$ cat config.mk
export PLATFORM = sky130hd
export DESIGN_NAME = alu_seq
export DESIGN_NICKNAME = d
export VERILOG_FILES = /design/src/rtl/alu_seq.sv
export SDC_FILE = /design/constraint.sdc
export NUM_CORES = 1
export LEC_CHECK = 0
export CORE_ASPECT_RATIO = 0.6
export CORE_MARGIN = 10
export CORE_UTILIZATION = 50
export DETAILED_ROUTE_END_ITERATION = 8
export PLACE_DENSITY_LB_ADDON = 0.2
export SETUP_SLACK_MARGIN = 0.05
export SLEW_MARGIN = 20
export SYNTH_ARGS = -nofsm -noshare
export SYNTH_HDL_FRONTEND = slang
export SYNTH_SLANG_ARGS = --single-unit
$ cat constraint.sdc
create_clock -name clk -period 2.5 [get_ports clk]
set_input_delay 0.5 -clock clk [delete_from_list [all_inputs] [get_ports clk]]
set_output_delay 0.5 -clock clk [all_outputs]
set_load 0.02 [all_outputs]
$ cat src/rtl/alu_seq.sv
// Registered ALU with a multi-cycle shift-add multiplier and a busy/done handshake.
// Build option ALU_SAT_EN: ADD/SUB saturate unsigned instead of wrapping.
//
// state   | meaning
// --------+------------------------------------------------------------
// IDLE    | waiting for start; results and flags hold
// MUL     | one shift-add iteration per cycle, busy high
// DONE    | done high for one cycle, then back to IDLE unconditionally
module alu_seq #(
  parameter int WIDTH = 4
) (
  input  logic             clk,
  input  logic             reset,
  input  logic             start,
  input  logic [WIDTH-1:0] A,
  input  logic [WIDTH-1:0] B,
  input  logic [3:0]       SEL,
  output logic [WIDTH-1:0] OUT,
  output logic [WIDTH-1:0] OUT_HI,
  output logic             Z,
  output logic             N,
  output logic             C,
  output logic             V,
  output logic             ERR,
  output logic             busy,
  output logic             done
);

  localparam int SW = $clog2(WIDTH);
  localparam int CW = $clog2(WIDTH);
  localparam logic [3:0] OP_MUL = 4'd9;

  typedef enum logic [1:0] {ST_IDLE, ST_MUL, ST_DONE} state_t;

  state_t state, state_next;

  logic [WIDTH:0]   sum, diff, shl_ext, shr_ext;
  logic [SW-1:0]    shamt;
  logic [WIDTH-1:0] res;
  logic             res_c, res_v, res_err;

  logic [2*WIDTH-1:0] acc, acc_next, mcand;
  logic [WIDTH-1:0]   mplier;
  logic [CW-1:0]      cnt;
  logic               mul_last;

  assign shamt   = B[SW-1:0];
  assign sum     = {1'b0, A} + {1'b0, B};
  assign diff    = {1'b0, A} - {1'b0, B};
  assign shl_ext = {1'b0, A} << shamt;
  assign shr_ext = {A, 1'b0} >> shamt;

  // Single-cycle result, evaluated directly on the inputs so it registers on the accepting edge.
  always_comb begin
    res     = '0;
    res_c   = 1'b0;
    res_v   = 1'b0;
    res_err = 1'b0;
    case (SEL)
      4'd0: res = A & B;
      4'd1: res = A | B;
      4'd2: begin
        res   = sum[WIDTH-1:0];
        res_c = sum[WIDTH];
        res_v = (A[WIDTH-1] == B[WIDTH-1]) && (sum[WIDTH-1] != A[WIDTH-1]);
`ifdef ALU_SAT_EN
        if (sum[WIDTH]) res = '1;
`endif
      end
      4'd3: begin
        res   = diff[WIDTH-1:0];
        res_c = diff[WIDTH];
        res_v = (A[WIDTH-1] != B[WIDTH-1]) && (diff[WIDTH-1] != A[WIDTH-1]);
`ifdef ALU_SAT_EN
        if (diff[WIDTH]) res = '0;
`endif
      end
      4'd4: res = A ^ B;
      4'd5: res = ~A;
      4'd6: begin
        res   = shl_ext[WIDTH-1:0];
        res_c = shl_ext[WIDTH];
      end
      4'd7: begin
        res   = shr_ext[WIDTH:1];
        res_c = shr_ext[0];
      end
      4'd8: res = {{(WIDTH-1){1'b0}}, ($signed(A) < $signed(B))};
      4'd9: res = '0;
      default: res_err = 1'b1;
    endcase
  end

  assign acc_next = acc + (mplier[0] ? mcand : '0);
  assign mul_last = (cnt == '0);

  always_ff @(posedge clk) begin
    if (reset) state <= ST_IDLE;
    else       state <= state_next;
  end

  always_comb begin
    state_next = state;
    case (state)
      ST_IDLE: if (start) state_next = (SEL == OP_MUL) ? ST_MUL : ST_DONE;
      ST_MUL:  if (mul_last) state_next = ST_DONE;
      ST_DONE: state_next = ST_IDLE;
      default: state_next = ST_IDLE;
    endcase
  end

  always_comb begin
    busy = (state == ST_MUL);
    done = (state == ST_DONE);
  end

  always_ff @(posedge clk) begin
    if (reset) begin
      OUT    <= '0;
      OUT_HI <= '0;
      Z      <= 1'b0;
      N      <= 1'b0;
      C      <= 1'b0;
      V      <= 1'b0;
      ERR    <= 1'b0;
      acc    <= '0;
      mcand  <= '0;
      mplier <= '0;
      cnt    <= '0;
    end else begin
      case (state)
        ST_IDLE: begin
          if (start) begin
            if (SEL == OP_MUL) begin
              acc    <= '0;
              mcand  <= {{WIDTH{1'b0}}, A};
              mplier <= B;
              cnt    <= CW'(WIDTH - 1);
            end else begin
              OUT    <= res;
              OUT_HI <= '0;
              Z      <= (res == '0);
              N      <= res[WIDTH-1];
              C      <= res_c;
              V      <= res_v;
              ERR    <= res_err;
            end
          end
        end
        ST_MUL: begin
          acc    <= acc_next;
          mcand  <= mcand << 1;
          mplier <= mplier >> 1;
          cnt    <= cnt - 1'b1;
          if (mul_last) begin
            OUT    <= acc_next[WIDTH-1:0];
            OUT_HI <= acc_next[2*WIDTH-1:WIDTH];
            Z      <= (acc_next == '0);
            N      <= acc_next[WIDTH-1];
            C      <= 1'b0;
            V      <= 1'b0;
            ERR    <= 1'b0;
          end
        end
        default: ;
      endcase
    end
  end

endmodule
---- Word level (Yosys, flattened, before mapping) ----
Cells that the tools add are included.
storage, ports and cells
  register bits ........................... 37
  output and inout bits ................... 15
  word-level logic and storage cells ...... 101
operators by class
  $add $sub $neg .......................... 4
  $lt $le $gt $ge ......................... 1
  equality and inequality tests ........... 19
  shift operators ......................... 2
  muxes and demuxes ....................... 47
  bitwise logic cells ..................... 4
  reductions and logical operators ........ 12
operator list
  operator                                                          count
  8-bit two-way mux                                                 5
  4-bit case mux with 9 select lines                                1
  4-bit two-way mux                                                 8
  8-bit case mux with 2 select lines                                2
  4-bit case mux with 2 select lines                                3
  4-bit by 3-bit == test with 1-bit output (second input constant)  4
  1-bit two-way mux                                                 14
  1-bit case mux with 2 select lines                                6
  2-bit two-way mux                                                 5
  9-bit OR reduction                                                1
  8-bit adder                                                       1
  4-bit by 2-bit == test with 1-bit output (second input constant)  2
  4-bit == test (second input constant)                             2
  4-bit logical NOT                                                 2
  8-bit logical NOT                                                 1
  2-bit case mux with 2 select lines                                2
  2-bit != test (second input constant)                             3
  4-bit by 4-bit adder with 5-bit output                            1
  4-bit by 2-bit left shift with 5-bit output                       1
  5-bit by 2-bit right shift with 5-bit output                      1
  4-bit by 4-bit subtractor with 5-bit output                       1
  4-bit AND                                                         1
  4-bit by 1-bit == test with 1-bit output (second input constant)  1
  2-bit logical NOT                                                 2
  other kinds (16)                                                  19

---- Depth between registers and ports, before layout ----
  word-level depth ........................ 7
  mapped depth ............................ 10
  depth with buffers taken out ............ 10

---- Worst setup path before layout ----
Ideal clock, no wire load.
  path type ............................... input to register
  start ................................... input port B[1]
  end ..................................... register OUT[3]
  setup time .............................. 0.115 ns
  arrival ................................. 2.246 ns
  required time ........................... 2.385 ns
  slack ................................... 0.139 ns
  cell stages on the path ................. 9
  path through ............................ clkbuf_1 -> inv_1 -> ha_1 -> a21o_1 -> a21oi_1 -> mux2i_1 -> a311oi_1 -> o21ai_0 -> o21a_1
between the ends
  longest elaborated chain between the ends .. 5
  elaborated cells between the ends (all ways) .. 8
  those cells by class .................... 2 x add/sub; 2 x shift; 4 x mux
ends and longest elaborated chain
  element                                                                    RTL line  RTL
  from (decl)                                                                16        input logic [WIDTH-1:0] B,
  4-bit by 4-bit subtractor with 5-bit output, or another cell as far along  49        assign diff = {1'b0, A} - {1'b0, B};
  4-bit case mux with 9 select lines *                                       59        case (SEL)
  4-bit two-way mux *                                                        134       if (SEL == OP_MUL) begin
  4-bit two-way mux *                                                        133       if (start) begin
  4-bit case mux with 2 select lines *                                       131       case (state)
  to (signal assigned)                                                       140       OUT <= res;
  to (signal assigned)                                                       156       OUT <= acc_next[WIDTH-1:0];
  to (decl)                                                                  18        output logic [WIDTH-1:0] OUT,
Every way passes the cells marked *; elsewhere a longest branch is shown, timed or not. The select of a mux whose other input is x is not followed.
A chain may end at the register's enable or synchronous reset.

---- Worst setup path in the final report ----
  start ................................... input port A[2]
  end ..................................... register C
between the ends
  longest elaborated chain between the ends .. 5
  elaborated cells between the ends (all ways) .. 8
  those cells by class .................... 2 x add/sub; 2 x shift; 4 x mux
ends and longest elaborated chain
  element                                                                    RTL line  RTL
  from (decl)                                                                15        input logic [WIDTH-1:0] A,
  4-bit by 4-bit subtractor with 5-bit output, or another cell as far along  49
  1-bit case mux with 4 select lines *                                       59
  1-bit two-way mux *                                                        134
  1-bit two-way mux *                                                        133
  1-bit case mux with 2 select lines *                                       131
  to (signal assigned)                                                       144       C <= res_c;
  to (decl)                                                                  22        output logic C,
Marks and branches as above.

==> impl_results.md <==
* M1 GR Usage at approximately a quarter
* Slew HR at a little under three quarters
* Buffer depth of the longest clock path at 2
* Clock network fraction of design power at a little under a third
* Crit Path Class: primary input to register
* # setup viols final at 0
* Grt ovf at 0
* Layout cell share with drive strength beyond 1 at between 10% and 20%
* WP buf/inv at 2
* Sw frac at a little under 30%
* Pre-CTS WS at -276 ps
* Hold EP: OUT_HI[3]$_SDFFE_PP0P_
* Via count at 2801
* Die Wd at 115 um
* Initial DRC Count at between 200 and 300
* Top delay family on crit path: compound AO/OA/AOI/OAI gates
* Comb pwr share at a little over a quarter
* Top-area cell type share of the netlist area at around a quarter
* CTS tree: done
* Final Hold Vio Count at 0
* Maxcap violations at 0
* Yosys top cell by area: dfxtp_1
* Hold path startpoint: OUT_HI[3]$_SDFFE_PP0P_
* HPWL after DPL at approximately 6300 um
* Reg power frac at a little over two fifths
* RSZ-0062 raised after global routing: false
* Clk slew on worst S/H paths at roughly 70 ps
* EDFF count, synth at 0
* FMAX at approximately 420 MHz
* Max incr delay on CP at ~430 ps
* Num CTS Buffers at 5
* Worst R2R Setup Slack at 220 ps
* CP max FO at 4
* Starting Density at between 50% and 60%
* Initial antenna violation count at 0
* Area growth, synth to finish at 29.6%
* Total Die Area at slightly below 9000 um^2
* Core area at 5180 um^2
* Critical Path RT at 2720 ps
* DR vias/cell at a little under 6
* H-tree depth at 2
* Min-Delay Path Class: register to register
* Pleak at ~1.5 nW
* Pint at slightly below 1 mW
* Final ANT Viol Nets at 0
* Post-CTS setup buffers at 0
* Gate Count Post-Synth at around 350
* P_sw at 0.416 mW
* Root Driver: clkbuf_8
* Peak supply drop at between 0.15 and 0.2 mV
* Crit path top cell by count: o21ai_0
* Routed WL at 7950 um
* Syn nets at approximately 390
* #FFs+latches synth at 36
* Post-synth top flop: dfxtp_1
* Busiest grt layer: met1
* Sink Count at 36
* Min Clock Period, post-route at 2380 ps
* Critical path cell sequence: clkdlybuf4s50_1 -> buf_4 -> ha_1 -> or2_2 -> o21ai_0 -> o21ai_0 -> a2111oi_1 -> nand3_1 -> a21oi_1
* Die height at 77.3 um
* Worst-Margin Slew at roughly 430 ps
* First-pass GRT wire length at approximately 13000 um
* Commonest non-fill, non-tap cell in the layout: buf_4
* Most frequent cells in the layout: buf_4 (51), nor2_1 (38), dfxtp_1 (36)
* Top Ports at 30
* Vias in the first global route at roughly 2.5k
* Crit path DAT at ~2600 ps
* Worst hold stages at 2
* P per Cell Area at around 400 nW/um^2
* Clock Latency Late Sink at 290 ps
* Synth unique cells at between 60 and 70
* Slew Viols, Final at 0
* Hold_ws at between 400 and 500 ps
* FF-to-FF path depth at 9
* Slowest stage cell, crit path: a2111oi_1
* Largest net degree at the start of global routing at 37
* Gr usage total at 17.2%
* Row cnt at 20
* PortBufs at 29
* Sequential share of the synthesized area at between 20% and 30%
* Hold_buf cts at 0
* Mapped cell area at approximately 2700 um^2
* Worst Clk Skew at 3.50 ps
* Diodes inserted at 0
* Final worst path period share at approximately 95%
* Reg2reg end: Z$_SDFFE_PP0P_
* Residual DRC at 0
* Setup ws final at approximately 120 ps
* WL/cell at between 15 and 20 um
* Status: finished clean
* Placer Congestion at 1.02
* First-pass iteration count of the detailed router at 5
* GR Layer Usage met2 at 20.8%
* CP Capture Type: register
* Met3 Usage GRT at under 10%
* FF-to-FF Start: mplier[0]$_SDFFE_PP0P_
* Dominant cells by area after synthesis: dfxtp_1 (26%), ha_1 (9.6%), a21oi_1 (6.0%)
* Critical path startpoint category: primary input
* Final net count at ~450
* Final TNS setup at 0 ps
* Asr flop ratio synth at 0%
* Synth warnings at 0
* Avg Synthesized Cell Area at around 7.9 um^2
[through the flow]
step	area, um^2	utilization [%]	power (mW)	cells
floorplan	2730	-	0.798	347
global route	3540	68.4	1.47	479
finish	3540	68.4	1.40	479
detailed placement	3400	65.6	0.964	471
global placement	3400	65.6	0.960	471
CTS	3490	67.4	1.38	479
[cells by family (layout without fill, tap and decap cells)]
family	after synthesis	after routing	share of synthesized area, %
simple gates	128	128	23.1
compound gates	98	98	25.1
buf+inv	44	110	6.36
flops	36	36	26.4
fa+ha+maj	24	24	11.8
mux	10	10	5.03
xor+xnor	7	7	2.24
[what timing repair did]
item                                    CTS  global route
endpoints found under the setup margin    1             9
pin swaps                                 1             2
cloned                                    0             0
gates resized for setup                   0            12
[worst max path at each step]
| stage | start | to | slack [ps] | cells after the start |
|---|---|---|---|---|
| finish | A[2] | C$_SDFFE_PP0P_ | 120 | 9 |
| global route | B[2] | OUT[2]$_SDFFE_PP0P_ | 50 | 9 |
| CTS | A[0] | OUT[2]$_SDFFE_PP0P_ | 50 | 10 |
| detailed placement | A[0] | OUT[0]$_SDFFE_PP0P_ | -280 | 9 |
| global placement | B[1] | OUT[3]$_SDFFE_PP0P_ | -210 | 9 |
| floorplan | B[1] | OUT[3]$_SDFFE_PP0P_ | 140 | 9 |
[power by group through the flow]
stage          clock [mW]  combinational [mW]  sequential [mW]
4_1_cts             0.431               0.354            0.598
3_5_place_dp            0               0.352            0.611
3_3_place_gp            0               0.349            0.611
2_1_floorplan           0               0.179            0.619
6_report            0.432               0.374            0.598
5_1_grt             0.469               0.401            0.599
[worst register-to-register path: stages (launching register included)]
cell and delay [ps]:
dfxtp_1 310, buf_4 160, and2_1 150, ha_1 330, nor2b_1 170, o31ai_1 330
a21boi_0 430, nor2_1 80, nand4bb_1 130, o211ai_2 80
[per-layer routing]
metal	vias up	share of wire, %	routed length (um)
li1	1379	-	-
met1	1268	49	3900
met2	145	37	2980
met3	9	13	1000
met4	0	0.74	59
met5	-	0	0
[cell usage after synthesis, types with 8 or more instances]
cell type,n
a211oi_1,10
a21oi_1,33
clkbuf_1,16
dfxtp_1,36
ha_1,21
inv_1,22
nand2_1,30
nand3_1,13
nor2_1,38
nor3_1,9
o21ai_0,8
[area by class of cell]
type | instances | area [um^2]
sequential | 36 | 721
timing repair buffer | 80 | 676
fill | 418 | 1640
clock inverter | 2 | 10.0
clock buffer | 6 | 82.6
tap | 66 | 82.6
inverter | 22 | 82.6
multi-input combinational | 267 | 1890
[state kept, by name (all words and copies together), names as in the netlist]
name    cells
acc         8
mcand       8
OUT         4
OUT_HI      4
mplier      4
cnt         2
state       2
C           1
ERR         1
V           1
Z           1
(Power assumes the default switching activity.)
